**config.mk**
```make
export PLATFORM = sky130hd
export DESIGN_NAME = wave_gen_multi
export DESIGN_NICKNAME = d
export VERILOG_FILES = /design/src/rtl/wave_gen_pkg.sv /design/src/rtl/wave_gen_ch.sv /design/src/rtl/wave_gen_multi.sv
export SDC_FILE = /design/constraint.sdc
export NUM_CORES = 1
export LEC_CHECK = 0
export ABC_AREA = 1
export CORE_AREA = 2 2 116 118
export CTS_CLUSTER_SIZE = 8
export DETAILED_ROUTE_END_ITERATION = 10
export DIE_AREA = 0 0 118 120
export PLACE_DENSITY = 0.7
export RECOVER_POWER = 100
export SYNTH_ARGS = -nofsm -noshare
export SYNTH_HDL_FRONTEND = slang
export SYNTH_SLANG_ARGS = --single-unit
export TNS_END_PERCENT = 1
```
**constraint.sdc**
```tcl
create_clock -name clk -period 3.2 [get_ports clk]
set_input_delay 0.32 -clock clk [delete_from_list [all_inputs] [get_ports clk]]
set_output_delay 0.32 -clock clk [all_outputs]
set_load 0.05 [all_outputs]
```
**src/rtl/wave_gen_pkg.sv**
```systemverilog
// Shared types for the multi-channel wave generator.
// Mode encodings and direction constants.
package wave_gen_pkg;

  typedef enum logic [1:0] {
    MODE_SAW_UP   = 2'd0,
    MODE_SAW_DN   = 2'd1,
    MODE_TRIANGLE = 2'd2,
    MODE_HOLD     = 2'd3
  } mode_e;

  localparam logic DIR_UP = 1'b1;
  localparam logic DIR_DN = 1'b0;

endpackage

```
**src/rtl/wave_gen_ch.sv**
```systemverilog
// One waveform channel: level, direction and wrap pulse.
// A load always wins over a step on the same edge.
module wave_gen_ch
  import wave_gen_pkg::*;
#(
  parameter int WIDTH = 8
) (
  input  logic             clk_i,
  input  logic             rst_ni,
  input  logic             tick_i,
  input  logic [1:0]       mode_i,
  input  logic             load_en_i,
  input  logic [WIDTH-1:0] load_val_i,
  output logic [WIDTH-1:0] level_o,
  output logic             dir_o,
  output logic             wrap_o
);

  localparam logic [WIDTH-1:0] MAX  = '1;
  localparam logic [WIDTH-1:0] ZERO = '0;
  localparam logic [WIDTH-1:0] ONE  = WIDTH'(1);

  logic [WIDTH-1:0] level_q, level_d;
  logic             dir_q, dir_d;
  logic             wrap_q, wrap_d;

  always_comb begin
    level_d = level_q;
    dir_d   = dir_q;
    wrap_d  = 1'b0;
    if (load_en_i) begin
      level_d = load_val_i;
    end else if (tick_i) begin
      case (mode_e'(mode_i))
        MODE_SAW_UP: begin
          dir_d   = DIR_UP;
          level_d = level_q + ONE;
          wrap_d  = (level_d == ZERO);
        end
        MODE_SAW_DN: begin
          dir_d   = DIR_DN;
          level_d = level_q - ONE;
          wrap_d  = (level_d == MAX);
        end
        MODE_TRIANGLE: begin
          // endpoints turn around without repeating
          if (dir_q == DIR_UP) begin
            if (level_q == MAX) begin
              level_d = level_q - ONE;
              dir_d   = DIR_DN;
            end else begin
              level_d = level_q + ONE;
            end
          end else begin
            if (level_q == ZERO) begin
              level_d = ONE;
              dir_d   = DIR_UP;
            end else begin
              level_d = level_q - ONE;
            end
          end
          wrap_d = (level_d == ZERO);
        end
        default: ;
      endcase
    end
  end

  always_ff @(posedge clk_i or negedge rst_ni) begin
    if (!rst_ni) begin
      level_q <= '0;
      dir_q   <= DIR_UP;
      wrap_q  <= 1'b0;
    end else begin
      level_q <= level_d;
      dir_q   <= dir_d;
      wrap_q  <= wrap_d;
    end
  end

  assign level_o = level_q;
  assign dir_o   = dir_q;
  assign wrap_o  = wrap_q;

endmodule

```
**src/rtl/wave_gen_multi.sv**
```systemverilog
// Multi-channel wave generator: shared rate divider, load decode, PWM.
// PWM stage built only with WAVE_GEN_MULTI_PWM_EN defined.
module wave_gen_multi
  import wave_gen_pkg::*;
#(
  parameter int WIDTH     = 8,
  parameter int NUM_CH    = 3,
  parameter int DIV_WIDTH = 16,
  localparam int CH_W     = (NUM_CH > 1) ? $clog2(NUM_CH) : 1
) (
  input  logic                    clk,
  input  logic                    rst_n,
  input  logic                    enable,
  input  logic [1:0]              mode,
  input  logic [DIV_WIDTH-1:0]    div,
  input  logic                    load,
  input  logic [CH_W-1:0]         ch_sel,
  input  logic [WIDTH-1:0]        load_val,
  output logic [NUM_CH*WIDTH-1:0] level,
  output logic [NUM_CH-1:0]       dir,
  output logic [NUM_CH-1:0]       wrap,
  output logic [NUM_CH-1:0]       pwm_out
);

  logic [DIV_WIDTH-1:0] div_cnt_q, div_cnt_d;
  logic                 tick;

  // >= so lowering div below the count ticks at once
  assign tick = enable && (div_cnt_q >= div);

  always_comb begin
    div_cnt_d = div_cnt_q;
    if (tick)
      div_cnt_d = '0;
    else if (enable)
      div_cnt_d = div_cnt_q + DIV_WIDTH'(1);
  end

  always_ff @(posedge clk or negedge rst_n) begin
    if (!rst_n)
      div_cnt_q <= '0;
    else
      div_cnt_q <= div_cnt_d;
  end

  for (genvar i = 0; i < NUM_CH; i++) begin : g_ch
    logic load_en;
    assign load_en = load && (ch_sel == CH_W'(i));

    wave_gen_ch #(.WIDTH(WIDTH)) u_ch (
      .clk_i      (clk),
      .rst_ni     (rst_n),
      .tick_i     (tick),
      .mode_i     (mode),
      .load_en_i  (load_en),
      .load_val_i (load_val),
      .level_o    (level[i*WIDTH +: WIDTH]),
      .dir_o      (dir[i]),
      .wrap_o     (wrap[i])
    );
  end

`ifdef WAVE_GEN_MULTI_PWM_EN
  logic [WIDTH-1:0]  pwm_cnt_q;
  logic [NUM_CH-1:0] pwm_q, pwm_d;

  always_comb begin
    pwm_d = '0;
    for (int i = 0; i < NUM_CH; i++)
      pwm_d[i] = (pwm_cnt_q < level[i*WIDTH +: WIDTH]);
  end

  always_ff @(posedge clk or negedge rst_n) begin
    if (!rst_n) begin
      pwm_cnt_q <= '0;
      pwm_q     <= '0;
    end else begin
      pwm_cnt_q <= pwm_cnt_q + WIDTH'(1);
      pwm_q     <= pwm_d;
    end
  end

  assign pwm_out = pwm_q;
`else
  assign pwm_out = '0;
`endif

endmodule

```
==> results.md <==
- The H-tree generated during clock tree synthesis spans 2 levels.
- The clock-pin slew on the worst setup and hold paths is 70 ps.
- The largest clock skew in the final design is about 7.0 ps.
- The most used flip-flop cell after synthesis is dfrtp_1.
- The half-perimeter wire length of the detailed placement result is approximately 11,000 µm.
- For this run, the share of the core covered by cells in the final layout is 45.4%.
- The number of slew-limit violations in the final report is 47.
- Dividing the final minimum period by the clock period gives 78.1%.
- Derived from the worst setup path, the maximum achievable clock frequency is around 400 MHz.
- The via count of the first global-routing pass was between 4,000 and 5,000.
- The number of detailed-route iterations in the first pass is 9.
- Setup violations remaining at the end of the flow were counted as 0.
- The class of the worst hold path is reg2reg.
- The vertical die dimension is roughly 120 µm.
- The power per standard cell area is ~880 nW/µm².
- Traced cell by cell, the critical path runs through dlygate4sd3_1 -> inv_1 -> ha_1 -> a21oi_1 -> o21ai_0 -> nand2_1 -> nand2_1 -> nand2_1 -> nand3_1 -> nand3_1 -> nand2_1 -> nand2_1 -> nand2_1.
- The mapped cell area is 5080 µm².
- The required time of the critical path is between 3000 and 4000 ps.
- The final critical delay including setup and external delays is around 2500 ps.
- The checks that failed: capacitance limit, slew limit.
- The dominant cell type by count on the critical path is nand2_1.
- The biggest fanout along the worst timing path is 12.
- Summed over all layers, the routed wires come to approximately 15,000 µm.
- The share of the yosys chip area belonging to registers is 22.7%.
- Setup repair after global routing left no endpoint under its margin.
- The floorplan step defined a core boundary enclosing approximately 13,000 µm².
- The number of standard cells after synthesis is ~850.
- For this run, design rule violations remaining after detail routing come to 0.
- No sink is reached through more buffers than the 2 on the longest clock path.
- Entering global routing, the biggest net connects 47 pins.
- The number of distinct library cells after synthesis is 43.
- The tool flagged a number of max-cap violations equal to 1.
- After detailed routing, the number of vias per cell comes to roughly 5.2.
- Compared with the post-synthesis result, the final layout area differs by 15.9%.
- In this run the core area contains 42 standard-cell rows.
- The kind of end point of the critical path is a flop.
- For this block, the initial DRC count from the detailed router was 580.
- The run finished, with violations left.
- The placement-stage worst setup slack is ~520 ps.
- The floorplan step defined a die boundary enclosing between 10,000 and 15,000 µm².
- Routability-driven placement finished with a final weighted congestion of 0.937.
- Once the floorplan was initialized, standard cells occupied 39.2% of the core.
- In this run, CTS created clock tree buffers numbering 5.
- TritonCTS built the clock tree.
- The synthesized area divided by synthesized cell count is 5.95 µm².
- Buffers inserted to repair hold after CTS numbered 0.
- The signal arrival time at the worst endpoint is approximately 2700 ps.
- The critical path in this run is classified as in2reg.
- The count of boundary I/O pins is 65.
- The net count of the finished layout is approximately 960.
- Once detail routing completed, the nets flagged for antenna violations numbered 0.
- After synthesis the netlist holds a flip-flop and latch count of 46.
- The number of placed cells counting well taps is approximately 1,100.
- The detailed router placed between 5,000 and 6,000 vias in this run.
- The number of inserted diodes is 0.
- For the worst-skew pair, the clock arrives at the later sink with an insertion delay of 290 ps.
- The instance area after placement is between 5000 and 6000 µm².
- For this run, the number of Yosys warnings is 0.
- The number of synthesized flops with an enable pin is 0.
- At the pin with the least slew margin, the transition time is between 2000 and 3000 ps.
- The post-cts resize count is 0.
- The initial antenna violation count is 0.
- The post-route netlist has under 10% of its cells at a drive strength greater than 1.
- The hold violation total from the final report is 0.
- Leaving out fill and tap cells, the most frequent cells in the layout are nand2_1 (276), nand3_1 (103), nor2_1 (94).
- The clock tree root driver cell is clkbuf_16.
- The post-CTS setup repair buffer count is 0.
- The total power is approximately 5.2 mW.
- After layout, the worst setup slack is 700 ps.
- The clock drives between 40 and 50 sinks.
- The total of buffers placed on input and output ports is between 60 and 70.
- In the final routed layout, each cell accounts on average for 13.8 µm.
- On the critical path, the stage with the largest delay is an instance of dlygate4sd3_1.
- Headroom to the max-slew limit came out at -72.6%.
- Once layout is complete, the cells apart from fillers number approximately 1,100.
- The analysis attributes to cell leakage a power of 3.10 nW.
- After routing the design area is approximately 5900 µm².
- The worst-case IR drop observed on VDD is approximately 0.42 mV.
- The chip width is ~120 µm.
- The final total negative setup slack is 0 ps.
- The critical path's largest stage delay is around 520 ps.
- The library cell used most frequently in the layout, excluding fill and tap cells, is nand2_1.
- After global routing the overflow that remains totals 0.
- The proportion of register bits with asynchronous set or reset after synthesis is 100%.
- The tightest hold path in the finished design has a slack of between 500 and 600 ps.
- The first global-routing pass estimated around 24,000 µm of wire.
- STA classifies the critical path startpoint as an input pin.
- The total routing resource utilization after global routing is between 20% and 30%.
## power breakdown
group | leakage [nW] | switching [mW] | internal (mW)
sequential | 0.599 | 0.438 | 0.772
clock | 0.0704 | 0.256 | 0.295
combinational | 2.43 | 2.30 | 1.10
## cells in the mapped netlist, types with 2 or more instances
master	instances	area, µm²
nor2_1	94	353
ha_1	33	413
nor3_1	9	45.0
buf_4	11	82.6
or2_2	3	18.8
nand3b_1	2	15.0
xor2_1	8	70.1
nand2_1	276	1040
nor2_4	3	33.8
nand4_1	14	87.6
xnor2_1	7	61.3
o22ai_1	3	18.8
o21ai_1	7	35.0
dfrtp_1	43	1080
nor2_2	9	56.3
clkbuf_1	8	30.0
inv_1	89	334
nand3_1	102	510
nand2_2	4	25.0
buf_6	2	22.5
clkinv_1	4	15.0
a22oi_1	4	30.0
nor3_2	2	20.0
buf_2	15	75.1
dfstp_2	3	78.8
and2_1	2	12.5
a31oi_1	2	12.5
a21oi_1	44	220
o21ai_0	30	150
nand2_4	2	22.5
inv_2	7	26.3
## layout make-up
| class | count | area [µm²] |
|---|---|---|
| Sequential cell | 46 | 1150 |
| Multi-Input combinational cell | 672 | 3330 |
| Tap cell | 176 | 220 |
| Inverter | 100 | 375 |
| Fill cell | 1362 | 7090 |
| Clock buffer | 5 | 125 |
| Clock inverter | 3 | 25.0 |
| Timing Repair Buffer | 69 | 664 |
## flip-flops by register name, summed over array words and instances (netlist names)
register           flops
g_ch.u_ch.level_o     24
g_ch.u_ch.wrap_o       3
g_ch.u_ch.dir_o        3
div_cnt_q             16
## critical path, delay by kind of cell
family	cells	cell delay, ps
AND/OR/NAND/NOR	8	1300
buffers and inverters	2	560
AO/OA/AOI/OAI	2	270
adder cells (fa/ha/maj)	1	290
## final timing paths
kind                            slack [ps]                      end  cells after the start          startpoint
worst max-delay path                   700  g_ch[2].u_ch.level_o[7]                     13              div[1]
min in group asynchronous              830  g_ch[0].u_ch.level_o[4]                      1               rst_n
worst min register to register         540       g_ch[1].u_ch.dir_o                      2  g_ch[1].u_ch.dir_o
worst max register to register         820  g_ch[2].u_ch.level_o[7]                      9       div_cnt_q[11]
max in group asynchronous              900  g_ch[2].u_ch.level_o[0]                      1               rst_n
worst min-delay path                   540       g_ch[1].u_ch.dir_o                      2  g_ch[1].u_ch.dir_o
## metal layers
layer,wire length (µm),vias up,track usage (%)
li1,-,2794,-
met1,6800,2452,29.7
met2,6490,287,33.2
met3,1160,37,2.76
met4,317,0,4.97
met5,0,-,0
## kinds of logic (layout without fill, tap and decap cells)
family / count (synthesis) / after routing / share of synthesized area [%]
flip-flops: 46 / 46 / 22.7
adder cells (fa/ha/maj): 33 / 33 / 8.12
other: 1 / 3 / 0.0738
AND/OR/NAND/NOR: 527 / 527 / 44.8
XOR/XNOR: 15 / 15 / 2.58
buffers and inverters: 138 / 177 / 11.9
AO/OA/AOI/OAI: 94 / 94 / 9.80
(Power assumes the default switching activity.)
==> edit 1 (config.mk and constraints unchanged) <==
Add an input register stage for `div`; this delays it by one clock. The other inputs are not delayed to match.
--- a/src/rtl/wave_gen_multi.sv
+++ b/src/rtl/wave_gen_multi.sv
@@ -22,11 +22,17 @@
   output logic [NUM_CH-1:0]       pwm_out
 );
 
+  logic [DIV_WIDTH-1:0] div_q;
+
+  always_ff @(posedge clk) begin
+    div_q <= div;
+  end
+
   logic [DIV_WIDTH-1:0] div_cnt_q, div_cnt_d;
   logic                 tick;
 
   // >= so lowering div below the count ticks at once
-  assign tick = enable && (div_cnt_q >= div);
+  assign tick = enable && (div_cnt_q >= div_q);
 
   always_comb begin
     div_cnt_d = div_cnt_q;
Function: changed (Yosys sat finds a counterexample within 4 cycles, from zero or initial values and one cycle with rst_n low).
==> edit 1 against the unedited design <==
The flow still finishes with violations (max-capacitance violations, max-slew violations). Count of clock-buffer cells in the layout grew 10. Final area grew 8.2%. Synthesized area grew 5.7%. Fmax shrank 2.4%. Total power grew 18%. Sequential power grew 21%. Worst hold slack lost 17 ps. Routed wire length grew 2.9%. Setup slack lost 62 ps. Clock skew shrank 0.50 ps. Sequential cell count grew 16. Critical path type is now reg2reg. Critical endpoint is now g_ch[0].u_ch.dir_o$_DFFE_PN1P_. Largest power group unchanged. Highest routed layer unchanged.
==> edit 1: results (changes against the unedited design) <==
status complete, but fails checks; synth cell count leaders 285 x nand2_1, 103 x inv_1, 102 x nand3_1; critical path's slowest cell inv_1; Detail Placement HPWL 11.7 mm (+1.4%); met1 GRT Util 28.0% (-1.7 points); Slew headroom -77.6% (-5.0 points); failing checks max-capacitance violations, max-slew violations; Unique masters post-synth 42 (-2.3%); number of global-route vias before repair 5276 (+6.5%); final wirelength 15.2 mm (+2.9%); first-pass iteration count of the detailed router 7 (-2); CP max stage delay 480 ps (-40 ps); HP Class in2reg; post-synthesis adder-cell area fraction 7.69% (-0.44 points); grt met2 use 37.0% (+3.8 points); Num CTS Buffers 9 (+4); peak supply drop 0.585 mV (+40%); area fraction in compound gates after synthesis 8.87% (-0.92 points); Synth Area in XOR/XNOR 2.93% (+0.35 points); filler instances 1364 (+0.15%); top cells by area, synth dfrtp_1 20%, nand2_1 20%, nand3_1 9.5%, ha_1 7.7%, inv_1 7.2%; DR iter-0 viols 402 (-31%); maxcap violations 1 (unchanged); fin nets 979 (+2.1%); worst skew pair latency 340 ps (+50 ps); share of layout cells above drive strength 1 4.68% (-1.0 points); H-Tree Level Count 3 (+1); all-layer global routing usage 22.3% (+1.6 points); Final Max Slew Viols 47 (unchanged); Vias/cell 5.10 (-1.9%); Leak 3.36 nW (+8.3%)
-- edit 1: cell count changes in the layout (fill, tap and decap cells not counted), moves of 4 or more --
cell,change
nand2_1,+10
dlygate4sd3_1,+15
a21oi_1,-6
clkbuf_16,+6
nand4_1,+5
xor2_1,+4
dfxtp_1,+16
nor2_1,-7
clkdlybuf4s50_1,-15
nor2_2,-5
inv_1,+13
nor3_1,-4
-- edit 1: cells by family after synthesis --
group                      Yosys count
other                                1
and+or+nand+nor                    523
xor gates and xnor gates            18
AOI/OAI and AO/OA                   88
DFF                                 62
adders and majority gates           33
buffers and inverters              142
-- edit 1: metal layers --
metal	up-vias	share of wire, %
li1	2869	-
met1	2499	45
met2	188	47
met3	29	6.2
met4	0	2.5
met5	-	0
-- edit 1: area by class of cell --
cell class	instances	area, sq um	area share (%)
clock buffer	15	300	4.71
clock inverter	1	6.26	0.0981
inverter	109	409	6.42
multi-input combinational	665	3310	52.0
sequential	62	1480	23.1
tap	176	220	3.45
timing repair buffer	67	649	10.2
-- edit 1: final timing paths --
path,start,to,depth (start not counted)
setup / recovery,div_cnt_q[10]$_DFFE_PN0P_,g_ch[0].u_ch.dir_o$_DFFE_PN1P_,10
hold / removal,div[10],div_q[10]$_DFF_P_,1
setup reg to reg,div_cnt_q[10]$_DFFE_PN0P_,g_ch[0].u_ch.dir_o$_DFFE_PN1P_,10
hold reg to reg,g_ch[1].u_ch.dir_o$_DFFE_PN1P_,g_ch[1].u_ch.dir_o$_DFFE_PN1P_,2
max in group asynchronous,rst_n,div_cnt_q[2]$_DFFE_PN0P_,1
min in group asynchronous,rst_n,g_ch[0].u_ch.level_o[5]$_DFFE_PN0P_,1
-- edit 1: critical path: cells and delay by family (launching register included) --
family,cells,cell delay (ps)
fa+ha+maj,1,330
flops,1,460
simple gates,8,1210
buf+inv,1,480
-- edit 1: through the flow --
| step | hold slack [ps] | setup slack [ps] | cell area [sq um] | cells | power, mW |
|---|---|---|---|---|---|
| 2_1_floorplan | 24.4 | 1170 | 5380 | 869 | 4.11 |
| 3_3_place_gp | 541 | 693 | 6070 | 1079 | 5.11 |
| 3_5_place_dp | 541 | 633 | 6070 | 1079 | 5.11 |
| 4_1_cts | 230 | 680 | 6380 | 1095 | 6.13 |
| 5_1_grt | 518 | 372 | 6370 | 1095 | 6.58 |
| 6_report | 524 | 637 | 6370 | 1095 | 6.09 |
-- edit 1: power breakdown --
part / internal, mW / total, mW / leakage (nW) / switching [mW]
registers: 1.00 / 1.47 / 0.733 / 0.462
logic: 1.15 / 3.63 / 2.47 / 2.48
clock network: 0.641 / 1.00 / 0.151 / 0.362
==> edit 2 (config.mk and constraints unchanged) <==
Made on the original files. The option `WAVE_GEN_MULTI_PWM_EN` is turned on by a define.
--- a/src/rtl/wave_gen_multi.sv
+++ b/src/rtl/wave_gen_multi.sv
@@ -1,5 +1,7 @@
 // Multi-channel wave generator: shared rate divider, load decode, PWM.
 // PWM stage built only with WAVE_GEN_MULTI_PWM_EN defined.
+`define WAVE_GEN_MULTI_PWM_EN
+
 module wave_gen_multi
   import wave_gen_pkg::*;
 #(
Formal check against the unedited RTL: not equivalent (a bounded check fails within 4 cycles, from zero or initial values and one cycle with rst_n low).
==> edit 2 against the unedited design <==
The flow still finishes with violations (max-capacitance violations, max-slew violations). Final area grew 20%. Routed wire length increased by 24%. Clock skew grew 1.4 ps. Combinational power shrank 16%. Via count is 15% higher. Sequential cell count up 11. Die area stayed put. Setup slack worse by 160 ps. Synthesized area grew 19%. Total power increased by 0.88%. First-iteration DRC count decreased by 7.1%. Synthesized cell count rose by 12%. Critical path depth fell by 4. Critical path type is now reg2reg.
==> edit 2: results (changes against the unedited design) <==
status complete, but fails checks; failing checks max-capacitance violations, max-slew violations; filler instances 1343 (-1.4%); Pint 2.52 mW (+16%); CP arrival 2940 ps (+210 ps); Leak 3.71 nW (+20%); critical path's slowest cell nand3_1; wire per inst 15.5 microns (+12%); Detail Placement HPWL 14.1 mm (+22%); worst skew pair latency 340 ps (+50 ps); Final GP Congestion 1.03 (+10%); post-synthesis adder-cell area fraction 11.4% (+3.2 points); maxcap violations 1 (unchanged); HP Class in2async; Synth Area in XOR/XNOR 2.60% (+0.016 points); Slew headroom -12.7% (+60 points); placed inst area 6750 sq um (+17%); I/O Buffers 64 (+4.9%); number of global-route vias before repair 5958 (+20%); Seq. pwr 1.25 mW (+3%); Sequential Power Share 24.0% (+0.6 points); Final Max Slew Viols 28 (-40%); setup slack after placement 453 ps (-70.5 ps); final wirelength 18.3 mm (+24%); synth cell count leaders 314 x nand2_1, 105 x nand3_1, 93 x inv_1
==> edit 2: changes by cell type in the layout (fill, tap and decap cells not counted), moves of 4 or more <==
cell	unedited run	this run
nand2_1	276	314
ha_1	33	55
dfrtp_1	43	54
a21oi_1	44	51
nand4_1	14	21
a22oi_1	4	10
nor2_1	94	89
and2_1	2	6
clkbuf_16	5	9
nand2_2	4	8
xor2_1	8	12
==> edit 2: cell families (layout without fill, tap and decap cells) <==
kind of cell | after synthesis | in the layout
AND/OR/NAND/NOR | 580 | 580
buffers and inverters | 135 | 186
AO/OA/AOI/OAI | 113 | 113
flip-flops | 57 | 57
adder cells (fa/ha/maj) | 55 | 55
XOR/XNOR | 18 | 18
==> edit 2: routing by layer <==
metal,vias to the layer above,track usage [%]
met3,51,4.47
met5,-,0
met2,271,43.2
li1,3214,-
met4,0,10.2
met1,2884,36.1
==> edit 2: cell type report <==
type	count	share of cell area, %
inverters	100	5.35
repair buffers	70	9.59
clock inverters	7	1.44
well taps	176	3.12
multi-input cells	766	57.1
flip-flops and latches	57	20.3
clock buffers	9	3.19
==> edit 2: path summary, 6_finish.rpt <==
check / to / from / slack [ps]
max in group asynchronous: div_cnt_q[8]$_DFFE_PN0P_ / rst_n / 1160
hold reg to reg: pwm_cnt_q[0]$_DFF_PN0_ / pwm_cnt_q[0]$_DFF_PN0_ / 520
hold / removal: g_ch[0].u_ch.level_o[5]$_DFFE_PN0P_ / rst_n / 410
setup reg to reg: g_ch[0].u_ch.level_o[0]$_DFFE_PN0P_ / div_cnt_q[10]$_DFFE_PN0P_ / 540
setup / recovery: g_ch[0].u_ch.level_o[0]$_DFFE_PN0P_ / div_cnt_q[10]$_DFFE_PN0P_ / 540
min in group clk: pwm_cnt_q[0]$_DFF_PN0_ / pwm_cnt_q[0]$_DFF_PN0_ / 520
